## src/rtl/cntr_arbiter_if.sv

```systemverilog
// Purpose: request/issue bundle between counter requesters and cntr_arbiter.
// Ports (signals):
//   req_cntr   - packed 10-bit counter values, channel i at [10i+9:10i]
//   req_valid  - per-channel one-cycle capture strobe
//   ovf_clr    - synchronous clear of the sticky overflow flags
//   cntr       - issued counter value
//   cntr_valid - one-cycle strobe qualifying cntr/cntr_ch
//   cntr_ch    - channel index of the issued value
//   pending    - per-channel holding-slot occupied flags
//   ovf        - per-channel sticky overflow flags
// Modports: master = requester side, slave = arbiter side.
interface cntr_arbiter_if #(
  parameter int unsigned N_CH = 4
) ();
  logic [10*N_CH-1:0] req_cntr;
  logic [N_CH-1:0]    req_valid;
  logic               ovf_clr;
  logic [9:0]         cntr;
  logic               cntr_valid;
  logic [2:0]         cntr_ch;
  logic [N_CH-1:0]    pending;
  logic [N_CH-1:0]    ovf;

  modport master (
    output req_cntr, req_valid, ovf_clr,
    input  cntr, cntr_valid, cntr_ch, pending, ovf
  );

  modport slave (
    input  req_cntr, req_valid, ovf_clr,
    output cntr, cntr_valid, cntr_ch, pending, ovf
  );
endinterface

```

## src/rtl/cntr_arbiter.sv

```systemverilog
// Purpose: round-robin arbiter that collects 10-bit counter values from
//   N_CH requesters into per-channel holding slots and issues them one at a
//   time to a downstream datapath, with at least GAP idle cycles between
//   consecutive issue pulses. A new value arriving while a channel's slot is
//   still occupied is dropped and flagged in a sticky overflow bit.
// Ports:
//   clk - single clock, all state on the rising edge
//   rst - asynchronous active-high reset
//   bus - cntr_arbiter_if slave modport (requests in, issued value out)
// Parameters:
//   N_CH - number of requester channels (2..8)
//   GAP  - minimum idle cycles between issue pulses (0..15)
module cntr_arbiter #(
  parameter int unsigned N_CH = 4,
  parameter int unsigned GAP  = 2
) (
  input  logic          clk,
  input  logic          rst,
  cntr_arbiter_if.slave bus
);

  localparam int unsigned CW     = 10;
  localparam int unsigned CH_W   = (N_CH > 1) ? $clog2(N_CH) : 1;
  localparam int unsigned HOLD_W = 4;
  localparam logic [CH_W-1:0] LAST_CH = CH_W'(N_CH - 1);

  typedef enum logic [1:0] {
    ST_IDLE,
    ST_ISSUE,
    ST_HOLDOFF
  } state_e;

  state_e                  state_q;
  logic [CH_W-1:0]         grant_q;     // last granted channel; current grant while in ISSUE
  logic [HOLD_W-1:0]       hold_cnt_q;
  logic [CW-1:0]           cntr_q;
  logic                    cntr_valid_q;
  logic [2:0]              cntr_ch_q;
  logic [N_CH-1:0][CW-1:0] slot_q;
  logic [N_CH-1:0][CW-1:0] slot_d;
  logic [N_CH-1:0]         pending_q;
  logic [N_CH-1:0]         pending_d;
  logic [N_CH-1:0]         ovf_q;
  logic [N_CH-1:0]         ovf_d;

  logic [N_CH-1:0][CW-1:0] req_arr_c;
  logic                    issuing_c;
  logic                    found_c;
  logic [CH_W-1:0]         pick_c;

  assign req_arr_c = bus.req_cntr;

  // Round-robin search: first pending channel after the last grant, wrapping.
  always_comb begin
    found_c = 1'b0;
    pick_c  = grant_q;
    for (int unsigned k = 1; k <= N_CH; k++) begin
      if (!found_c && pending_q[CH_W'((32'(grant_q) + k) % N_CH)]) begin
        found_c = 1'b1;
        pick_c  = CH_W'((32'(grant_q) + k) % N_CH);
      end
    end
  end

  // Slot capture, pending bookkeeping and overflow detection.
  // The channel being issued frees its slot at the end of ISSUE, so a
  // same-cycle request on that channel refills the slot instead of overflowing.
  always_comb begin
    issuing_c = (state_q == ST_ISSUE);
    slot_d    = slot_q;
    pending_d = pending_q;
    ovf_d     = bus.ovf_clr ? '0 : ovf_q;
    if (issuing_c) begin
      pending_d[grant_q] = 1'b0;
    end
    for (int unsigned i = 0; i < N_CH; i++) begin
      if (bus.req_valid[CH_W'(i)]) begin
        if (!pending_q[CH_W'(i)] || (issuing_c && (grant_q == CH_W'(i)))) begin
          slot_d[CH_W'(i)]    = req_arr_c[CH_W'(i)];
          pending_d[CH_W'(i)] = 1'b1;
        end else begin
          ovf_d[CH_W'(i)] = 1'b1;
        end
      end
    end
  end

  // Issue FSM with registered outputs; cntr/cntr_ch hold between pulses.
  always_ff @(posedge clk or posedge rst) begin
    if (rst) begin
      state_q      <= ST_IDLE;
      grant_q      <= LAST_CH;
      hold_cnt_q   <= '0;
      cntr_q       <= '0;
      cntr_valid_q <= 1'b0;
      cntr_ch_q    <= '0;
      slot_q       <= '0;
      pending_q    <= '0;
      ovf_q        <= '0;
    end else begin
      slot_q       <= slot_d;
      pending_q    <= pending_d;
      ovf_q        <= ovf_d;
      cntr_valid_q <= 1'b0;
      unique case (state_q)
        ST_IDLE: begin
          if (found_c) begin
            state_q      <= ST_ISSUE;
            grant_q      <= pick_c;
            cntr_q       <= slot_q[pick_c];
            cntr_valid_q <= 1'b1;
            cntr_ch_q    <= 3'(pick_c);
          end
        end
        ST_ISSUE: begin
          if (GAP != 0) begin
            state_q    <= ST_HOLDOFF;
            hold_cnt_q <= HOLD_W'(GAP - 1);
          end else begin
            state_q <= ST_IDLE;
          end
        end
        ST_HOLDOFF: begin
          if (hold_cnt_q == '0) begin
            state_q <= ST_IDLE;
          end else begin
            hold_cnt_q <= hold_cnt_q - HOLD_W'(1);
          end
        end
        default: state_q <= ST_IDLE;
      endcase
    end
  end

  assign bus.cntr       = cntr_q;
  assign bus.cntr_valid = cntr_valid_q;
  assign bus.cntr_ch    = cntr_ch_q;
  assign bus.pending    = pending_q;
  assign bus.ovf        = ovf_q;

endmodule

```

## src/flat_wrapper.sv

```systemverilog
// flat-port wrapper written by rule: the top's interface ports become plain ports
module cntr_arbiter_flat 
#(
  parameter int unsigned N_CH = 4,
  parameter int unsigned GAP  = 2
)
  (clk, rst, bus_req_cntr, bus_req_valid, bus_ovf_clr, bus_cntr, bus_cntr_valid, bus_cntr_ch, bus_pending, bus_ovf);
  cntr_arbiter_if #(.N_CH(N_CH)) bus_i ();
  input  logic clk;
  input  logic rst;
  input wire logic [$bits(bus_i.req_cntr)-1:0] bus_req_cntr;
  input wire logic [$bits(bus_i.req_valid)-1:0] bus_req_valid;
  input wire logic [$bits(bus_i.ovf_clr)-1:0] bus_ovf_clr;
  output wire logic [$bits(bus_i.cntr)-1:0] bus_cntr;
  output wire logic [$bits(bus_i.cntr_valid)-1:0] bus_cntr_valid;
  output wire logic [$bits(bus_i.cntr_ch)-1:0] bus_cntr_ch;
  output wire logic [$bits(bus_i.pending)-1:0] bus_pending;
  output wire logic [$bits(bus_i.ovf)-1:0] bus_ovf;
  assign bus_i.req_cntr = bus_req_cntr;
  assign bus_i.req_valid = bus_req_valid;
  assign bus_i.ovf_clr = bus_ovf_clr;
  assign bus_cntr = bus_i.cntr;
  assign bus_cntr_valid = bus_i.cntr_valid;
  assign bus_cntr_ch = bus_i.cntr_ch;
  assign bus_pending = bus_i.pending;
  assign bus_ovf = bus_i.ovf;
  cntr_arbiter #(.N_CH(N_CH), .GAP(GAP)) u_core (.clk(clk), .rst(rst), .bus(bus_i));
endmodule
```

## config.mk

```make
export PLATFORM = sky130hd
export DESIGN_NAME = cntr_arbiter_flat
export DESIGN_NICKNAME = d
export VERILOG_FILES = /design/src/rtl/cntr_arbiter_if.sv /design/src/rtl/cntr_arbiter.sv /design/src/flat_wrapper.sv
export SDC_FILE = /design/constraint.sdc
export NUM_CORES = 1
export LEC_CHECK = 0
export CAP_MARGIN = 20
export CORE_MARGIN = 5
export CORE_UTILIZATION = 45
export DETAILED_ROUTE_END_ITERATION = 12
export PLACE_DENSITY = 0.71
export SYNTH_ARGS = -nofsm -noshare
export SYNTH_HDL_FRONTEND = slang
export SYNTH_SLANG_ARGS = --single-unit
```

## constraint.sdc

```tcl
create_clock -name clk -period 3.8 [get_ports clk]
set_input_delay 0.38 -clock clk [delete_from_list [all_inputs] [get_ports clk]]
set_output_delay 0.38 -clock clk [all_outputs]
set_load 0.01 [all_outputs]
```

# Word-level counts from Yosys, hierarchy flattened
# Index checks and enable logic that the tools add are counted.
[totals] reg_bits=69 input_bits=47 out_inout_bits=22 elab_cells=109
[op_classes] n_addsub=5 order_cmp=7 eq_ne=8 n_mux=45 n_bitwise=2 n_reduce_logical=30
[ops] operator="$mux W1" n=27
[ops] operator="$bmux W10 S2" n=1
[ops] operator="$lt A2 B3 Y1 const B" n=6
[ops] operator="$reduce_and A2 Y1" n=7
[ops] operator="$mux W2" n=6
[ops] operator="$mux W4" n=3
[ops] operator="$mux W10" n=1
[ops] operator="$bmux W1 S2" n=4
[ops] operator="$logic_and A1 B1 Y1" n=8
[ops] operator="$pmux W4 S2" n=1
[ops] operator="$logic_not A1 Y1" n=7
[ops] operator="$eq A2 B2 Y1 const B" n=3
[ops] operator="$pmux W2 S3" n=1
[ops] operator="$add A2 B1 Y2 const B" n=2
[ops] operator="$add A2 B2 Y2 const B" n=2
[ops] operator="$and A4 B4 Y4" n=1
[ops] operator="$eq A2 B1 Y1 const B" n=2
[ops] operator="$logic_not A2 Y1" n=2
[ops] operator="$logic_not A4 Y1" n=1
[ops] operator="$logic_or A1 B1 Y1" n=4
[ops] operator="$ne A2 B1 Y1 const B" n=2
[ops] operator="$not A4 Y4" n=1
[ops] operator="$sub A4 B1 Y4 const B" n=1
[ops] operator="$demux W1 S2" n=1
[ops] operator="3 further kinds" n=3

# Logic depth before layout (Yosys ltp)
# Gate-level depths: netlist of run 1.
[depth] word_depth=15 mapped_depth=11 mapped_depth_nobuf=8

# Worst setup path after synthesis of run 1
# No wires, ideal clock.
[synth_timing] kind="flip-flop to flip-flop" from="reg u_core.grant_q[0]" to="reg u_core.cntr_q[0] (netlist: u_core.bus.cntr[0])" setup_ns=0.123 arrival_time_ns=2.653 required_ns=3.677 setup_slack_ns=1.024 path_stages_with_launch=12 path_buffers=3 period_less_slack_ns=2.776 path_cell_list="dfstp_2 -> buf_6 -> inv_1 -> ha_1 -> clkbuf_1 -> mux4_2 -> nor2b_4 -> nor3_4 -> nor2_2 -> buf_6 -> mux2_4 -> o221a_1"
[synth_via] elab_chain_len=15 word_cells_on_any_way=29 classes_between="add/sub: 4; mux: 18; reduce/logical: 7"
[synth_lines] element="start: declaration" line="cntr_arbiter.sv:34" text="logic [CH_W-1:0] grant_q;"
[synth_lines] element="start signal: assignment" line="cntr_arbiter.sv:109" text="grant_q <= pick_c;"
[synth_lines] element="$add A2 B1 Y2" line="cntr_arbiter.sv:58, cntr_arbiter.sv:60"
[synth_lines] element="$bmux W1 S2" line="cntr_arbiter.sv:58" text="if (!found_c && pending_q[CH_W'((32'(grant_q) + k) % N_CH)]) begin"
[synth_lines] element="$mux W1 (not written as such)" line="cntr_arbiter.sv:58"
[synth_lines] element="$mux W1" line="cntr_arbiter.sv:58"
[synth_lines] element="$logic_not A1 Y1" line="cntr_arbiter.sv:58"
[synth_lines] element="$logic_and A1 B1 Y1" line="cntr_arbiter.sv:58"
[synth_lines] element="$mux W1" line="cntr_arbiter.sv:58"
[synth_lines] element="$logic_not A1 Y1" line="cntr_arbiter.sv:58"
[synth_lines] element="$logic_and A1 B1 Y1" line="cntr_arbiter.sv:58"
[synth_lines] element="$mux W1" line="cntr_arbiter.sv:58"
[synth_lines] element="$logic_not A1 Y1" line="cntr_arbiter.sv:58"
[synth_lines] element="$logic_and A1 B1 Y1" line="cntr_arbiter.sv:58"
[synth_lines] element="$mux W2" line="cntr_arbiter.sv:58"
[synth_lines] element="$bmux W10 S2" line="cntr_arbiter.sv:110" text="cntr_q <= slot_q[pick_c];"
[synth_lines] element="$mux W10 (not written as such)" line="cntr_arbiter.sv:110"
[synth_lines] element="end signal: assignment" line="cntr_arbiter.sv:110"
[synth_lines] element="end: declaration" line="cntr_arbiter.sv:36" text="logic [CW-1:0] cntr_q;"
# Parallel ways exist; a longest one is shown, timed or not. The select of a mux whose other input is x is not followed.
# A chain may end at the register's enable or synchronous reset.

# Final worst setup path of run 1
[layout_timing] from="reg u_core.grant_q[1]" to="reg u_core.cntr_q[8] (netlist: u_core.bus.cntr[8])"
# Same word-level chain as after synthesis.

==> flow_summary.json, run 1 <==
{
  "dp_hpwl_um": 5380,
  "max_slew_margin_pct": 34.2,
  "finalMaxSlewViolations": 0,
  "min_period_ps": 3260,
  "synthesis.area_mm2": 0.00336,
  "status": "complete, no violations",
  "holdPathStages": 1,
  "grt_pass1_vias": 2428,
  "dieArea_mm2": 0.00930,
  "nets": 396,
  "setup_ws_ps": 540,
  "worstHoldStart": "u_core.slot_q[1]$_DFFE_PP0P_",
  "worst_pin_slew_ps": 988,
  "rr_worst_depth": 8,
  "setup_viol": 0,
  "io-pin-count": 69,
  "vdd_drop_max_mv": 0.200,
  "critPathKind": "register to register",
  "arrival_ps": 3490,
  "via_per_inst": 5.25,
  "p_per_area_mw_per_mm2": 420,
  "antennaDiodeCount": 0,
  "fin_total_pwr_mw": 1.80,
  "cts_hold_buffers": 0,
  "synth.distinct_cells": 40,
  "post-route-period-util_pct": 85.8,
  "grt_overflow": 0,
  "cpPeakStageDelay_ps": 640,
  "skew_ps": 9.84,
  "fin_setup_tns_ps": 0,
  "initial_utilization_pct": 46.3,
  "insertion_delay_ps": 340,
  "grt_max_degree": 42,
  "crit_path_start_kind": "register",
  "wire_per_inst_um": 16.3,
  "final_util_pct": 59.1,
  "drt_iter0_drc": 84,
  "rsz0062_at_grt": "no",
  "detail-route-antenna-nets": 0,
  "cap_violations": 0,
  "track_usage_pct": 17.1,
  "first_pass_iters": 4,
  "nFillCells": 611,
  "antenna_found_initial": 0,
  "syn_nets": 328,
  "hold_viol_final": 0,
  "die_w_um": 96.4,
  "clockRootBuffer": "clkbuf_8",
  "cts_tree": "built",
  "dominantRegCellSynth": "dfrtp_1",
  "synth_top_cell_area_share_pct": 49.9,
  "final_layout_size_suffix_gt1_share_pct": 24.7,
  "min_path_type": "register to register",
  "dp_slack_ps": 561,
  "cts_max_level": 3,
  "place_inst": 432,
  "port_buffers": 67,
  "min_to": "u_core.slot_q[1]$_DFFE_PP0P_",
  "leakagePower_nw": 1.80,
  "r2r_slack_ps": 540,
  "cts_buffers": 9,
  "slowest_stage": "dfstp_2",
  "r2r_end": "u_core.bus.cntr[8]$_DFFE_PP0P_",
  "routed-via-count": 2348,
  "ys_top_cells_by_area": "dfrtp_1 (50%), mux2_2 (14%), mux2_4 (4.0%)",
  "syn2layout_area_growth_pct": 27.5,
  "yosysTopAreaCell": "dfrtp_1",
  "grt_first_pass_wirelength_um": 12000,
  "die_h_um": 96.4,
  "core_mm2": 0.00725,
  "end_kind": "register",
  "async_flop_share_pct": 100,
  "worstPathMaxFanout": 11,
  "syn_inst": 276,
  "cts_sinks": 69,
  "drc_errors": 0,
  "crit_required_ps": 4030,
  "synth_edf_count": 0,
  "place_congestion": 0.823,
  "cts_resized": 0,
  "r2r-start": "u_core.grant_q[1]$_DFFE_PP1P_",
  "synth-seq-cells": 69,
  "synth_seq_area_share_pct": 51.5,
  "drt_wl_total_um": 7310,
  "finalNonFillerCells": 447,
  "fmax_mhz": 307,
  "ys_warn_count": 0,
  "worstPathCellList": "inv_1 -> ha_1 -> mux4_2 -> nand2b_4 -> a21oi_2 -> nor2_2 -> mux2_2 -> o221a_2",
  "post_cts_buffers": 0,
  "num_rows": 31,
  "clk_pin_slew_ps": 80,
  "syn_avg_cell_area_um2": 12.2,
  "ctsLongestPathBuffers": 2
}
-- cells in the mapped netlist (3+ instances only) --
cell	n
dfrtp_1	67
mux2_2	42
nand3_1	22
inv_1	18
nand2_1	17
o21ai_0	17
mux2_4	9
o221a_1	9
a21oi_1	8
buf_2	6
ha_1	5
nor2_1	5
buf_6	4
clkbuf_1	4
mux4_2	4
nand2b_1	4
o22ai_1	4
o21ai_1	3
-- worst max-delay path by stage --
stage	from	endpoint	slack, ps	depth (start not counted)
after global routing	u_core.grant_q[1]$_DFFE_PP1P_	u_core.bus.cntr[8]$_DFFE_PP0P_	360	8
after CTS	u_core.grant_q[1]$_DFFE_PP1P_	u_core.bus.cntr[8]$_DFFE_PP0P_	550	8
after detailed placement	u_core.grant_q[1]$_DFFE_PP1P_	u_core.bus.cntr[8]$_DFFE_PP0P_	560	8
final	u_core.grant_q[1]$_DFFE_PP1P_	u_core.bus.cntr[8]$_DFFE_PP0P_	540	8
after floorplan	u_core.grant_q[0]$_DFFE_PP1P_	u_core.bus.cntr[0]$_DFFE_PP0P_	1020	11
after global placement	u_core.grant_q[1]$_DFFE_PP1P_	u_core.bus.cntr[8]$_DFFE_PP0P_	650	8
-- layer usage --
metal | up-vias | global-route usage [%] | wire (µm)
met4 | 0 | 7.36 | 174
met1 | 1153 | 22.7 | 3280
met3 | 15 | 3.80 | 324
li1 | 1121 | - | -
met5 | - | 0 | 0
met2 | 59 | 27.1 | 3530
-- critical path, delay by kind of cell (launching register included) --
kind / cells / cell delay (ps)
mux: 2 / 870
simple gates: 2 / 730
flops: 1 / 640
fa+ha+maj: 1 / 480
compound gates: 2 / 350
buf+inv: 1 / 100
-- cells by family (layout without fill, tap and decap cells) --
kind of cell               after synthesis  in the layout  synth area share, %
and+or+nand+nor                         57             57                 8.90
buffers and inverters                   33            105                 4.91
adders and majority gates                5              5                 1.86
other                                    1              1                0.112
DFF                                     69             69                 51.5
AOI/OAI and AO/OA                       52             52                 10.9
xor gates and xnor gates                 2              2                0.521
muxes                                   57             57                 21.4
-- stage by stage --
stage,instance area [µm²],hold WS (ps)
2_1_floorplan,3360,463
4_1_cts,4280,508
6_report,4280,509
5_1_grt,4280,524
3_5_place_dp,4100,493
3_3_place_gp,4100,488
-- area by class of cell --
cell class                 instances  area, µm²  share of cell area, %
clock buffer                       9        124                   2.89
clock inverter                     6       65.1                   1.52
inverter                          18       67.6                   1.58
multi-input combinational        174       1470                   34.2
sequential                        69       1730                   40.4
tap                               99        124                   2.89
timing repair buffer              72        708                   16.5
-- state kept, by name (all words and copies together), names as in the netlist --
signal / cells
u_core.slot_q: 40
u_core.bus.cntr: 10
u_core.bus.ovf: 4
u_core.bus.pending: 4
u_core.hold_cnt_q: 4
u_core.bus.cntr_ch: 2
u_core.grant_q: 2
u_core.state_q: 2
u_core.bus.cntr_valid: 1
-- cell usage in the layout (no fill, tap or decap), types with 2 or more instances in the layout --
cell type,netlist,layout
buf_4,1,5
nand3_1,22,22
o21ai_1,3,3
o21ai_0,17,17
mux2_2,42,42
mux2_4,9,9
nor2_1,5,5
clkinv_2,0,2
o221a_1,9,9
clkdlybuf4s50_1,0,67
nor3_1,2,2
clkbuf_8,0,9
clkinv_4,0,2
o31a_1,2,2
a21oi_1,8,8
mux4_2,4,4
nand2b_1,4,4
xnor2_1,2,2
ha_1,5,5
inv_1,18,17
dfrtp_1,67,67
dfstp_2,2,2
o22ai_1,4,4
nand2_1,17,17
a22o_1,2,2
mux2i_1,2,2
-- report_power, final --
group / internal [mW] / switching [mW]
Clock: 0.299 / 0.284
Combinational: 0.210 / 0.109
Sequential: 0.833 / 0.0639
Total: 1.34 / 0.457
No activity file was read; power rests on OpenSTA's default activity.
==> inputs of run 2 (changes only) <==
--- a/config.mk
+++ b/config.mk
@@ -8,8 +8,9 @@
 export CAP_MARGIN = 20
 export CORE_MARGIN = 5
 export CORE_UTILIZATION = 45
+export CTS_BUF_LIST = sky130_fd_sc_hd__clkbuf_8
 export DETAILED_ROUTE_END_ITERATION = 12
-export PLACE_DENSITY = 0.71
+export PLACE_DENSITY = 0.72
 export SYNTH_ARGS = -nofsm -noshare
 export SYNTH_HDL_FRONTEND = slang
 export SYNTH_SLANG_ARGS = --single-unit
==> flow_summary.json, run 2 (synthesis gave the netlist of run 1 again) <==
{
  "final_util_pct": 59.9,
  "post_cts_buffers": 0,
  "status": "complete, no violations",
  "min_path_type": "input port to asynchronous set/reset pin",
  "drt_iter0_drc": 174,
  "rsz0062_at_grt": "no",
  "cts_sinks": 69,
  "cp_top_family": "multiplexers",
  "antennaDiodeCount": 0,
  "drt_wl_total_um": 7310,
  "grt_max_degree": 48,
  "antenna_found_initial": 0,
  "p_clk_share_pct": 36.2,
  "cts_max_level": 3,
  "dieArea_mm2": 0.00930,
  "switching_power_uw": 446,
  "routed-via-count": 2354,
  "setup_viol": 0,
  "final_cell_mix": "clkdlybuf4s50_1 (67), dfrtp_1 (67), mux2_2 (42)",
  "initial_utilization_pct": 46.3,
  "max_slew_margin_pct": 33.8,
  "skew_ps": 10.3,
  "worstPathMaxFanout": 11,
  "die_h_um": 96.4,
  "arrival_ps": 3520,
  "nets": 397,
  "swShare_pct": 23.3,
  "worst_pin_slew_ps": 992,
  "cts_tree": "built",
  "cts_hold_buffers": 0,
  "leakagePower_nw": 1.83,
  "crit_required_ps": 4030,
  "post-route-period-util_pct": 86.6,
  "fin_total_pwr_mw": 1.91,
  "p_comb_share_pct": 16.9,
  "clockRootBuffer": "clkbuf_8",
  "top_register": "u_core.slot_q",
  "core_mm2": 0.00725,
  "final_layout_size_suffix_gt1_share_pct": 24.9,
  "crit_path_start_kind": "register",
  "end_kind": "register",
  "fmax_mhz": 304,
  "wire_per_inst_um": 16.3,
  "grt_overflow": 0,
  "grt_first_pass_wirelength_um": 12100,
  "critPathKind": "register to register",
  "syn2layout_area_growth_pct": 29.4,
  "fin_setup_tns_ps": 0,
  "drc_errors": 0,
  "slowest_stage": "nor2_2",
  "dp_hpwl_um": 5310,
  "first_pass_iters": 5,
  "cts_resized": 0,
  "insertion_delay_ps": 340,
  "cts_buffers": 9,
  "nFillCells": 594,
  "power.share.sequential_pct": 46.9,
  "port_buffers": 67,
  "largest_reg_flops": 40,
  "clk_pin_slew_ps": 70,
  "hold_viol_final": 0,
  "io-pin-count": 69,
  "finalMaxSlewViolations": 0,
  "track_usage_pct": 17.3,
  "ctsLongestPathBuffers": 2,
  "worstPathCellList": "inv_1 -> ha_1 -> mux4_2 -> nand2b_4 -> a21oi_2 -> nor2_2 -> mux2_2 -> o221a_2",
  "cpPeakStageDelay_ps": 640,
  "place_congestion": 0.867,
  "cp_num_buf_inv": 1,
  "die_w_um": 96.4,
  "cap_violations": 0,
  "vdd_drop_max_mv": 0.251,
  "via_per_inst": 5.25,
  "p_per_area_mw_per_mm2": 440,
  "min_period_ps": 3290,
  "num_rows": 31,
  "grt_pass1_vias": 2428,
  "intPower_mw": 1.47,
  "detail-route-antenna-nets": 0
}
[run 2: changes by cell type in the layout (fill, tap and decap cells not counted), sizes merged]
cell / delta
buf: +1
bufinv: +1
clkbuf: +3
clkinv: -4
[run 2: per-layer routing]
layer | GRT usage, % | wire length, µm
met2 | 26.4 | 3540
met5 | 0 | 0
met3 | 5.11 | 469
met1 | 23.2 | 3200
met4 | 6.66 | 101
[run 2: power by group through the flow]
stage	combinational, mW	clock (mW)	sequential, mW
final	0.323	0.691	0.897
after global routing	0.353	0.737	0.908
after CTS	0.326	0.701	0.897
after detailed placement	0.325	0	0.907
after global placement	0.314	0	0.911
after floorplan	0.182	0	0.898
[run 2: worst paths after layout]
check	startpoint	end	slack [ps]	cells past startpoint
min	rst	u_core.bus.pending[1]$_DFF_PP0_	240	2
max reg2reg	u_core.grant_q[1]$_DFFE_PP1P_	u_core.bus.cntr[8]$_DFFE_PP0P_	510	8
max	u_core.grant_q[1]$_DFFE_PP1P_	u_core.bus.cntr[8]$_DFFE_PP0P_	510	8
max in group asynchronous	rst	u_core.slot_q[3]$_DFFE_PP0P_	3040	3
min reg2reg	u_core.hold_cnt_q[0]$_DFFE_PP0P_	u_core.hold_cnt_q[0]$_DFFE_PP0P_	500	1
min in group clk	u_core.hold_cnt_q[0]$_DFFE_PP0P_	u_core.hold_cnt_q[0]$_DFFE_PP0P_	500	1
[run 2: through the flow]
stage / hold WS, ps / std cells / cell area, µm² / setup WS, ps
2_1_floorplan: 463 / 276 / 3360 / 1020
3_3_place_gp: 487 / 432 / 4100 / 665
3_5_place_dp: 490 / 432 / 4100 / 533
4_1_cts: 504 / 447 / 4330 / 519
5_1_grt: 242 / 448 / 4350 / 349
6_report: 245 / 448 / 4350 / 509
[run 2: layout make-up]
type / instances / area [µm²] / area share, %
clock buffer: 12 / 165 / 3.80
tap: 99 / 124 / 2.85
clock inverter: 3 / 67.6 / 1.55
timing repair buffer: 73 / 728 / 16.7
sequential: 69 / 1730 / 39.8
multi-input combinational: 174 / 1470 / 33.7
inverter: 18 / 67.6 / 1.55
==> inputs of run 3 (changes only) <==
--- a/config.mk
+++ b/config.mk
@@ -6,6 +6,7 @@
 export NUM_CORES = 1
 export LEC_CHECK = 0
 export CAP_MARGIN = 20
+export CORE_ASPECT_RATIO = 0.8
 export CORE_MARGIN = 5
 export CORE_UTILIZATION = 45
 export CTS_BUF_LIST = sky130_fd_sc_hd__clkbuf_8
==> flow_summary.json, run 3 (synthesis gave the netlist of run 1 again) <==
{
  "cpPeakStageDelay_ps": 640,
  "hold_viol_final": 0,
  "max_slew_margin_pct": 32.0,
  "dp_hpwl_um": 5720,
  "drt_wl_total_um": 7740,
  "finalNonFillerCells": 440,
  "ctsLongestPathBuffers": 2,
  "cts_resized": 0,
  "crit_path_start_kind": "register",
  "setup_viol": 0,
  "min_path_type": "input port to asynchronous set/reset pin",
  "nets": 397,
  "slowest_stage": "dfstp_2",
  "holdWs_ps": 358,
  "cap_violations": 0,
  "rsz0062_at_grt": "no",
  "vdd_drop_max_mv": 0.257,
  "grt_overflow": 0,
  "status": "complete, no violations",
  "top_register": "u_core.slot_q",
  "final_util_pct": 58.9,
  "routed-via-count": 2384,
  "place_inst": 423,
  "antenna_found_initial": 0,
  "dp_slack_ps": 527,
  "grt_max_degree": 49,
  "die_w_um": 107,
  "dieArea_mm2": 0.00931,
  "min_period_ps": 3290,
  "grt_pass1_vias": 2505,
  "clk_pin_slew_ps": 80,
  "largest_reg_flops": 40,
  "critPathKind": "register to register",
  "cts_buffers": 9,
  "first_pass_iters": 4,
  "worst_pin_slew_ps": 1020,
  "skew_ps": 6.58,
  "leakagePower_nw": 1.82,
  "num_rows": 28,
  "worstPathCellList": "inv_1 -> ha_1 -> mux4_2 -> nand2b_4 -> a21oi_2 -> nor2_2 -> mux2_2 -> o221a_2",
  "syn2layout_area_growth_pct": 28.4,
  "via_per_inst": 5.42,
  "post_cts_buffers": 0,
  "post-route-period-util_pct": 86.7,
  "finalMaxSlewViolations": 0,
  "track_usage_pct": 17.7,
  "final_layout_size_suffix_gt1_share_pct": 25.1,
  "clockRootBuffer": "clkbuf_8",
  "cts_hold_buffers": 0,
  "port_buffers": 67,
  "p_per_area_mw_per_mm2": 438,
  "fmax_mhz": 304,
  "cts_sinks": 69,
  "crit_required_ps": 4050,
  "antennaDiodeCount": 0,
  "wire_per_inst_um": 17.6,
  "drt_iter0_drc": 98,
  "detail-route-antenna-nets": 0,
  "end_kind": "register",
  "io-pin-count": 69,
  "fin_setup_tns_ps": 0,
  "initial_utilization_pct": 45.9,
  "insertion_delay_ps": 350,
  "grt_first_pass_wirelength_um": 12500,
  "cts_tree": "built",
  "core_mm2": 0.00732,
  "drc_errors": 0,
  "setup_ws_ps": 506,
  "cts_max_level": 3,
  "worstPathMaxFanout": 11,
  "place_congestion": 0.833,
  "final_cell_mix": "clkdlybuf4s50_1 (67), dfrtp_1 (67), mux2_2 (42)",
  "arrival_ps": 3540,
  "die_h_um": 87.3
}
run 3: final timing paths:
check | start | slack, ps | end | cells after the start
max in group asynchronous | rst | 2470 | u_core.slot_q[8]$_DFFE_PP0P_ | 3
worst min-delay path | rst | 360 | u_core.bus.cntr[8]$_DFFE_PP0P_ | 2
worst max register to register | u_core.grant_q[1]$_DFFE_PP1P_ | 510 | u_core.bus.cntr[8]$_DFFE_PP0P_ | 8
worst min register to register | u_core.slot_q[38]$_DFFE_PP0P_ | 510 | u_core.slot_q[38]$_DFFE_PP0P_ | 1
min in group clk | u_core.slot_q[38]$_DFFE_PP0P_ | 510 | u_core.slot_q[38]$_DFFE_PP0P_ | 1
worst max-delay path | u_core.grant_q[1]$_DFFE_PP1P_ | 510 | u_core.bus.cntr[8]$_DFFE_PP0P_ | 8
run 3: power by group:
group          internal, mW  leakage (nW)  switching, mW
Clock                 0.372         0.110          0.295
Sequential            0.833         0.797         0.0641
Combinational         0.212         0.914          0.114
run 3: worst max-delay path: cells and delay by family (launching register included):
kind,cells,cell delay [ps]
mux,2,880
buf+inv,1,100
flops,1,640
compound gates,2,340
fa+ha+maj,1,470
simple gates,2,760
run 3: final cells by class:
| type | count | area, µm² |
|---|---|---|
| clock buffers | 9 | 124 |
| well taps | 90 | 113 |
| clock inverters | 7 | 98.8 |
| repair buffers | 73 | 716 |
| inverters | 18 | 67.6 |
| multi-input cells | 174 | 1470 |
| flip-flops and latches | 69 | 1730 |
| fillers | 597 | 3010 |
run 3: through the flow:
step / instance area, µm² / power [mW]
after floorplan: 3360 / 1.08
after global placement: 4080 / 1.23
after detailed placement: 4080 / 1.24
after CTS: 4310 / 1.91
after global routing: 4310 / 1.97
final: 4310 / 1.89
run 3: per-layer routing:
layer | part of all wire (%) | vias to the layer above | routed length [µm] | track usage [%]
met5 | 0 | - | 0 | 0
met4 | 1.7 | 0 | 131 | 5.81
met2 | 46 | 66 | 3540 | 26.8
met1 | 47 | 1178 | 3660 | 23.7
met3 | 5.2 | 15 | 406 | 6.52
li1 | - | 1125 | - | -
